File: config.mk
export PLATFORM = sky130hd
export DESIGN_NAME = prv_trap_sequencer
export DESIGN_NICKNAME = d
export VERILOG_FILES = /design/src/rtl/prv_trap_sequencer_pkg.sv /design/src/rtl/prv_trap_prioritizer.sv /design/src/rtl/prv_trap_sequencer.sv
export SDC_FILE = /design/constraint.sdc
export NUM_CORES = 1
export LEC_CHECK = 0
export CAP_MARGIN = 10
export CORE_UTILIZATION = 47
export CTS_BUF_LIST = sky130_fd_sc_hd__clkbuf_16
export DETAILED_ROUTE_END_ITERATION = 7
export HOLD_SLACK_MARGIN = 0.05
export PLACE_DENSITY = 0.87
export SLEW_MARGIN = 20
export SYNTH_ARGS = -nofsm -noshare
export SYNTH_HDL_FRONTEND = slang
export SYNTH_SLANG_ARGS = --single-unit
File: constraint.sdc
create_clock -name CLK -period 4.61 [get_ports CLK]
set_input_delay 1.1525 -clock CLK [delete_from_list [all_inputs] [get_ports CLK]]
set_output_delay 1.1525 -clock CLK [all_outputs]
set_load 0.1 [all_outputs]
File: src/rtl/prv_trap_sequencer_pkg.sv
// Machine-mode trap types shared by the trap sequencer and its prioritizer.
// Cause codes, FSM states, mstatus bit positions and CSR select encoding.
package prv_trap_sequencer_pkg;

    typedef enum logic [4:0] {
        EXC_MAL_INSN   = 5'd0,
        EXC_FAULT_INSN = 5'd1,
        EXC_ILLEGAL    = 5'd2,
        EXC_BREAK      = 5'd3,
        EXC_MAL_L      = 5'd4,
        EXC_FAULT_L    = 5'd5,
        EXC_MAL_S      = 5'd6,
        EXC_FAULT_S    = 5'd7,
        EXC_ENV_M      = 5'd11
    } exc_code_t;

    localparam logic [4:0] INT_SOFT  = 5'd3;
    localparam logic [4:0] INT_TIMER = 5'd7;
    localparam logic [4:0] INT_EXT   = 5'd11;

    typedef enum logic [1:0] {
        S_IDLE,
        S_REDIRECT,
        S_WAIT
    } state_t;

    localparam int MSTATUS_MIE  = 3;
    localparam int MSTATUS_MPIE = 7;

    typedef enum logic [1:0] {
        SEL_MEPC    = 2'd0,
        SEL_MCAUSE  = 2'd1,
        SEL_MTVAL   = 2'd2,
        SEL_MSTATUS = 2'd3
    } csr_sel_t;

    // Vectored mode only offsets interrupt entries; exceptions use the base.
    function automatic logic [31:0] trap_target(
        input logic [31:0] mtvec,
        input logic        vec_en,
        input logic        is_int,
        input logic [4:0]  code
    );
        logic [31:0] base;
        base = {mtvec[31:2], 2'b00};
        if (vec_en && (mtvec[1:0] == 2'b01) && is_int)
            return base + {25'd0, code, 2'b00};
        return base;
    endfunction

endpackage

File: src/rtl/prv_trap_prioritizer.sv
// Picks the winning trap cause at the commit point.
// Exceptions beat interrupts; interrupts need global MIE.
module prv_trap_prioritizer
    import prv_trap_sequencer_pkg::*;
(
    input  logic [8:0] exc,
    input  logic [2:0] irq,
    input  logic       mie,
    output logic       valid,
    output logic       is_int,
    output logic [4:0] code
);

    logic [8:0] exc_oh;
    logic [2:0] irq_ord;
    logic [2:0] irq_oh;

    // exc bit order already matches priority, lowest index first
    assign exc_oh  = exc & (~exc + 9'd1);
    // irq is {ext, timer, soft}; reorder to {timer, soft, ext}
    assign irq_ord = {irq[1], irq[0], irq[2]};
    assign irq_oh  = irq_ord & (~irq_ord + 3'd1);

    // Decode the single surviving request into a cause code
    always_comb begin
        valid  = 1'b0;
        is_int = 1'b0;
        code   = 5'd0;
        if (|exc) begin
            valid = 1'b1;
            unique case (1'b1)
                exc_oh[0]: code = EXC_BREAK;
                exc_oh[1]: code = EXC_FAULT_INSN;
                exc_oh[2]: code = EXC_MAL_INSN;
                exc_oh[3]: code = EXC_ILLEGAL;
                exc_oh[4]: code = EXC_ENV_M;
                exc_oh[5]: code = EXC_MAL_L;
                exc_oh[6]: code = EXC_MAL_S;
                exc_oh[7]: code = EXC_FAULT_L;
                exc_oh[8]: code = EXC_FAULT_S;
                default:   code = 5'd0;
            endcase
        end else if (mie && (|irq)) begin
            valid  = 1'b1;
            is_int = 1'b1;
            unique case (1'b1)
                irq_oh[0]: code = INT_EXT;
                irq_oh[1]: code = INT_SOFT;
                irq_oh[2]: code = INT_TIMER;
                default:   code = 5'd0;
            endcase
        end
    end

endmodule

File: src/rtl/prv_trap_sequencer.sv
// Machine-mode trap entry / MRET sequencer with one-cycle PC redirect.
// Owns mepc/mcause/mtval and mstatus MIE/MPIE.
module prv_trap_sequencer
    import prv_trap_sequencer_pkg::*;
#(
    parameter logic VECTOR_EN = 1'b1
) (
    input  logic        CLK,
    input  logic        nRST,
    input  logic [8:0]  exc,
    input  logic        ret,
    input  logic        pipe_clear,
    input  logic [31:0] epc,
    input  logic [31:0] badaddr,
    input  logic        timer_int,
    input  logic        soft_int,
    input  logic        ext_int,
    input  logic [2:0]  mie_en,
    input  logic [31:0] mtvec,
    input  logic        csr_we,
    input  logic [1:0]  csr_sel,
    input  logic [31:0] csr_wdata,
    output logic [31:0] priv_pc,
    output logic        insert_pc,
    output logic        intr,
    output logic        busy,
    output logic [31:0] mepc,
    output logic [31:0] mcause,
    output logic [31:0] mtval,
    output logic        mstatus_mie,
    output logic        mstatus_mpie
);

    state_t      state;
    logic        p_valid;
    logic        p_int;
    logic [4:0]  p_code;
    logic [2:0]  irq;
    logic [31:0] trap_pc;
    logic [31:0] trap_tval;

    assign irq = {ext_int & mie_en[2],
                  timer_int & mie_en[1],
                  soft_int & mie_en[0]};

    prv_trap_prioritizer u_prio (
        .exc    (exc),
        .irq    (irq),
        .mie    (mstatus_mie),
        .valid  (p_valid),
        .is_int (p_int),
        .code   (p_code)
    );

    assign trap_pc = trap_target(mtvec, VECTOR_EN, p_int, p_code);

    // mtval source follows the cause class
    always_comb begin
        trap_tval = 32'd0;
        if (!p_int) begin
            unique case (p_code)
                EXC_BREAK:      trap_tval = epc;
                EXC_FAULT_INSN,
                EXC_MAL_INSN,
                EXC_MAL_L,
                EXC_MAL_S,
                EXC_FAULT_L,
                EXC_FAULT_S:    trap_tval = badaddr;
                default:        trap_tval = 32'd0;
            endcase
        end
    end

    // Sequencer FSM plus CSR state; events win over software writes
    always_ff @(posedge CLK or negedge nRST) begin
        if (!nRST) begin
            state        <= S_IDLE;
            mepc         <= 32'd0;
            mcause       <= 32'd0;
            mtval        <= 32'd0;
            priv_pc      <= 32'd0;
            mstatus_mie  <= 1'b0;
            mstatus_mpie <= 1'b0;
            insert_pc    <= 1'b0;
            intr         <= 1'b0;
            busy         <= 1'b0;
        end else begin
            insert_pc <= 1'b0;
            unique case (state)
                S_IDLE: begin
                    if (pipe_clear && p_valid) begin
                        mepc         <= {epc[31:2], 2'b00};
                        mcause       <= {p_int, 26'd0, p_code};
                        mtval        <= trap_tval;
                        mstatus_mpie <= mstatus_mie;
                        mstatus_mie  <= 1'b0;
                        priv_pc      <= trap_pc;
                        intr         <= p_int;
                        insert_pc    <= 1'b1;
                        busy         <= 1'b1;
                        state        <= S_REDIRECT;
                    end else if (pipe_clear && ret) begin
                        mstatus_mie  <= mstatus_mpie;
                        mstatus_mpie <= 1'b1;
                        priv_pc      <= mepc;
                        intr         <= 1'b0;
                        insert_pc    <= 1'b1;
                        busy         <= 1'b1;
                        state        <= S_REDIRECT;
                    end else if (csr_we) begin
                        unique case (csr_sel_t'(csr_sel))
                            SEL_MEPC:   mepc   <= {csr_wdata[31:2], 2'b00};
                            SEL_MCAUSE: mcause <= csr_wdata;
                            SEL_MTVAL:  mtval  <= csr_wdata;
                            SEL_MSTATUS: begin
                                mstatus_mie  <= csr_wdata[MSTATUS_MIE];
                                mstatus_mpie <= csr_wdata[MSTATUS_MPIE];
                            end
                        endcase
                    end
                end
                S_REDIRECT: state <= S_WAIT;
                S_WAIT: begin
                    if (!pipe_clear) begin
                        state <= S_IDLE;
                        busy  <= 1'b0;
                    end
                end
                default: begin
                    state <= S_IDLE;
                    busy  <= 1'b0;
                end
            endcase
        end
    end

endmodule

==> run_results.csv <==
group,metric,value,unit
run_status,status,"finished clean",
sta,tns,0,ps
routing,dr.pass1.iters,6,
logic_synthesis,synth_top_cell_by_area,"sky130_fd_sc_hd__dfrtp_1",
finish,final_area,10400,um^2
logic_synthesis,synth_cells,789,
setup_path,timing.critical_path.arrival,4440,ps
floorplan,design.die.area,15100,um^2
logic_synthesis,async_flop_share,1.00,
floorplan,chip_width,123,um
grt,grt_overflow,0,
setup_path,crit_buf_inv,1,
grt,grt_first_pass_wirelength,38200,um
grt,number_of_antenna_violations_at_the_first_check_in_global_routing,0,
floorplan,die_h,123,um
clocking,postCtsSetupBuffers,0,
grt,globalRouteTotalUtil,0.339,
sta,timing_worst_slew_pin_value,1080,ps
job,cap_violations,0,
setup_path,cp_max_fo,7,
clocking,clock_sinks,131,
floorplan,core,14100,um^2
routing,post_drt_wl_per_cell,20.3,um
finish,area_growth_syn_to_layout,51.4,%
clocking,post_cts.resized_instances,0,
logic_synthesis,synth.ff_latch_count,131,
routing,drt_iter0_drc,665,
floorplan,num_rows,43,
finish,antennaDiodeCount,0,
logic_synthesis,ys.flop_type,"sky130_fd_sc_hd__dfrtp_1",
logic_synthesis,seq_area_frac_synth,0.476,
logic_synthesis,synth-edff-count,0,
setup_path,critical_path_type,"in -> reg",
floorplan,floorplan.initialDensity,0.488,
clocking,cts.root.buffer_cell,"sky130_fd_sc_hd__clkbuf_16",
clocking,hold_buffers,0,
setup_path,critPathLaunchType,"primary input",
routing,drt_wl_total,25200,um
placed_design,dp_worst_setup_slack,89.2,ps
sta,final.hold.worst_slack,480,ps
sta,final_period_minus_worst_setup_slack,4140,ps
setup_path,timing.critical_path.to_type,"register",
clocking,clock_path_buffers,2,
setup_path,critPathMaxStageDelay,620,ps
placed_design,port_buffers,278,
routing,drt_drc_violations_left,0,
clocking,clock_edge_transition_at_the_registers_on_the_reported_setup_and_hold_paths,60,ps
sta,max_freq,241,MHz
sta,hold_viol,0,
floorplan,ios,283,
setup_path,timing.critical_path.cells,"clkdlybuf4s50_1 > or4_1 > nor2_1 > a211o_1 > nand2_1 > fa_1 > nand2b_1 > a21oi_1 > nand4_2 > nor3_1 > xnor2_1 > o21ai_1",
setup_path,data_required_time_of_the_worst_path,4910,ps
finish,nets,1203,
grt,vias_in_the_first_global_route,7079,
placed_design,place_congestion,0.894,
clocking,tritoncts,"done",
clocking,tritoncts.num_buffers,17,
logic_synthesis,syn_area,6880,um^2
clocking,cts.htree.levels,4,
logic_synthesis,synth.yosys.warnings,0,
worst_hold_path,min_path_type,"reg -> reg",
grt,grt_max_degree,88,
sta,finalMaxSlewViolations,0,
sta,worst_slew_margin_rel,0.283,
logic_synthesis,post-synth-top-area-fraction,0.476,
sta,timing.clock.skew,7.90,ps
logic_synthesis,synthTopCellsByArea,"sky130_fd_sc_hd__dfrtp_1 (48%), sky130_fd_sc_hd__nand2_1 (6.9%), sky130_fd_sc_hd__o21ai_0 (6.3%)",
setup_path,cp_slowest_cell,"sky130_fd_sc_hd__or4_1",
sta,setup_violations,0,
routing,vias_after_detailed_routing,7380,
placed_design,place_hpwl,17600,um
logic_synthesis,netlist-cell-type-count,52,
routing,antenna_left,0,
clocking,clock_latency,420,ps
routing,avgViaCountPerCell,5.95,
setup_path,worst_path_dominant_cell_family,"simple AND/OR/NAND/NOR gates",
sta,timing.final.crit_share,0.899,
sta,rsz_0062_raised_after_global_routing,"false",
sta,fin_ws,467,ps
finish,final_layout_size_suffix_gt1_frac,0.0585,
placed_design,placement.cell_area,9790,um^2
logic_synthesis,syn_area_per_cell,8.72,um^2
final cells by class:
cell class,count,area (um^2)
sequential,131,3280
timing repair buffer,296,2940
multi-input combinational,585,3290
clock inverter,14,194
tap,180,225
inverter,17,63.8
fill,1042,3680
clock buffer,17,425
metal layers:
layer,global-route usage,share of wire,vias to the layer above
met5,0,0,-
met4,0.159,0.034,0
met3,0.0770,0.094,61
met2,0.544,0.47,453
met1,0.436,0.40,3495
li1,-,-,3371
worst reg2reg max path, stage by stage (launching register included):
cell and delay (ps):
sky130_fd_sc_hd__dfrtp_1 420, sky130_fd_sc_hd__inv_1 140, sky130_fd_sc_hd__nor2_1 200, sky130_fd_sc_hd__nor2_1 90, sky130_fd_sc_hd__nor2_1 140, sky130_fd_sc_hd__ha_1 210
sky130_fd_sc_hd__inv_1 60, sky130_fd_sc_hd__fa_1 390, sky130_fd_sc_hd__nand2b_1 150, sky130_fd_sc_hd__a21oi_1 310, sky130_fd_sc_hd__nand4_2 310, sky130_fd_sc_hd__nor3_1 270
sky130_fd_sc_hd__xnor2_1 150, sky130_fd_sc_hd__o21ai_1 70
cell usage after synthesis (all sizes together), types with 3 or more instances:
cell,count
nand2b,3
a311o,31
o21ai,110
o21a,3
nor3b,6
a22oi,13
nand2,127
a211oi,3
ha,4
a21oi,13
buf,30
xnor2,18
nand3,48
and3,31
a31oi,34
inv,17
o22ai,6
nand4,11
mux2i,3
nor2,67
nor4,7
dfrtp,131
nor3,18
clkbuf,29
logic make-up (layout without fill, tap and decap cells):
kind of cell             Yosys count  in the layout  synth area share
adder cells (fa/ha/maj)            5              5            0.0102
XOR/XNOR                          19             19            0.0242
other                              1              4          0.000545
buffers and inverters             76            344            0.0513
flip-flops                       131            131             0.476
multiplexers                       4              4           0.00600
AND/OR/NAND/NOR                  326            326             0.220
AO/OA/AOI/OAI                    227            227             0.211
flip-flops by register name (all words and copies together), names as in the netlist:
| name | cells |
|---|---|
| mcause | 32 |
| mtval | 32 |
| mepc | 30 |
| priv_pc | 30 |
| state | 2 |
| busy | 1 |
| insert_pc | 1 |
| intr | 1 |
| mstatus_mie | 1 |
| mstatus_mpie | 1 |
path summary, 6_finish.rpt:
path                                           end  cells past startpoint  slack, ps                     from
min                        priv_pc[13]$_DFFE_PN0P_                      2        480  priv_pc[13]$_DFFE_PN0P_
min reg2reg                priv_pc[13]$_DFFE_PN0P_                      2        480  priv_pc[13]$_DFFE_PN0P_
max                        priv_pc[26]$_DFFE_PN0P_                     12        470                   exc[2]
min in group asynchronous  priv_pc[22]$_DFFE_PN0P_                      1        790                     nRST
max reg2reg                priv_pc[26]$_DFFE_PN0P_                     13       1580  mstatus_mie$_DFFE_PN0P_
max in group asynchronous   mcause[16]$_DFFE_PN0P_                      2       2930                     nRST
stage by stage:
stage / std cells / util
after CTS: 1240 / 0.739
final: 1240 / 0.739
after detailed placement: 1209 / 0.695
after floorplan: 792 / -
after global routing: 1240 / 0.739
after global placement: 1209 / 0.695
placed cells by master (no fill, tap or decap), types with 3 or more instances in the layout:
master,count
sky130_fd_sc_hd__nor3_2,3
sky130_fd_sc_hd__nor3_1,15
sky130_fd_sc_hd__ha_1,4
sky130_fd_sc_hd__nand4_1,10
sky130_fd_sc_hd__bufinv_16,5
sky130_fd_sc_hd__o21ai_1,21
sky130_fd_sc_hd__nand2b_1,3
sky130_fd_sc_hd__nor3b_1,6
sky130_fd_sc_hd__xnor2_1,18
sky130_fd_sc_hd__a21oi_1,13
sky130_fd_sc_hd__conb_1,4
sky130_fd_sc_hd__buf_4,16
sky130_fd_sc_hd__clkbuf_16,17
sky130_fd_sc_hd__clkdlybuf4s50_1,277
sky130_fd_sc_hd__and3_1,31
sky130_fd_sc_hd__clkinv_1,5
sky130_fd_sc_hd__nand2_1,125
sky130_fd_sc_hd__inv_1,18
sky130_fd_sc_hd__nor2_1,67
sky130_fd_sc_hd__a22oi_1,13
sky130_fd_sc_hd__nand3_1,46
sky130_fd_sc_hd__mux2i_1,3
sky130_fd_sc_hd__nor4_1,6
sky130_fd_sc_hd__a31oi_1,34
sky130_fd_sc_hd__o22ai_1,6
sky130_fd_sc_hd__dfrtp_1,131
sky130_fd_sc_hd__a311o_1,31
sky130_fd_sc_hd__o21ai_0,87
sky130_fd_sc_hd__a211oi_1,3
Power is not shown: default switching activity piles up to over one toggle a cycle in this logic, so the estimate is an artifact.
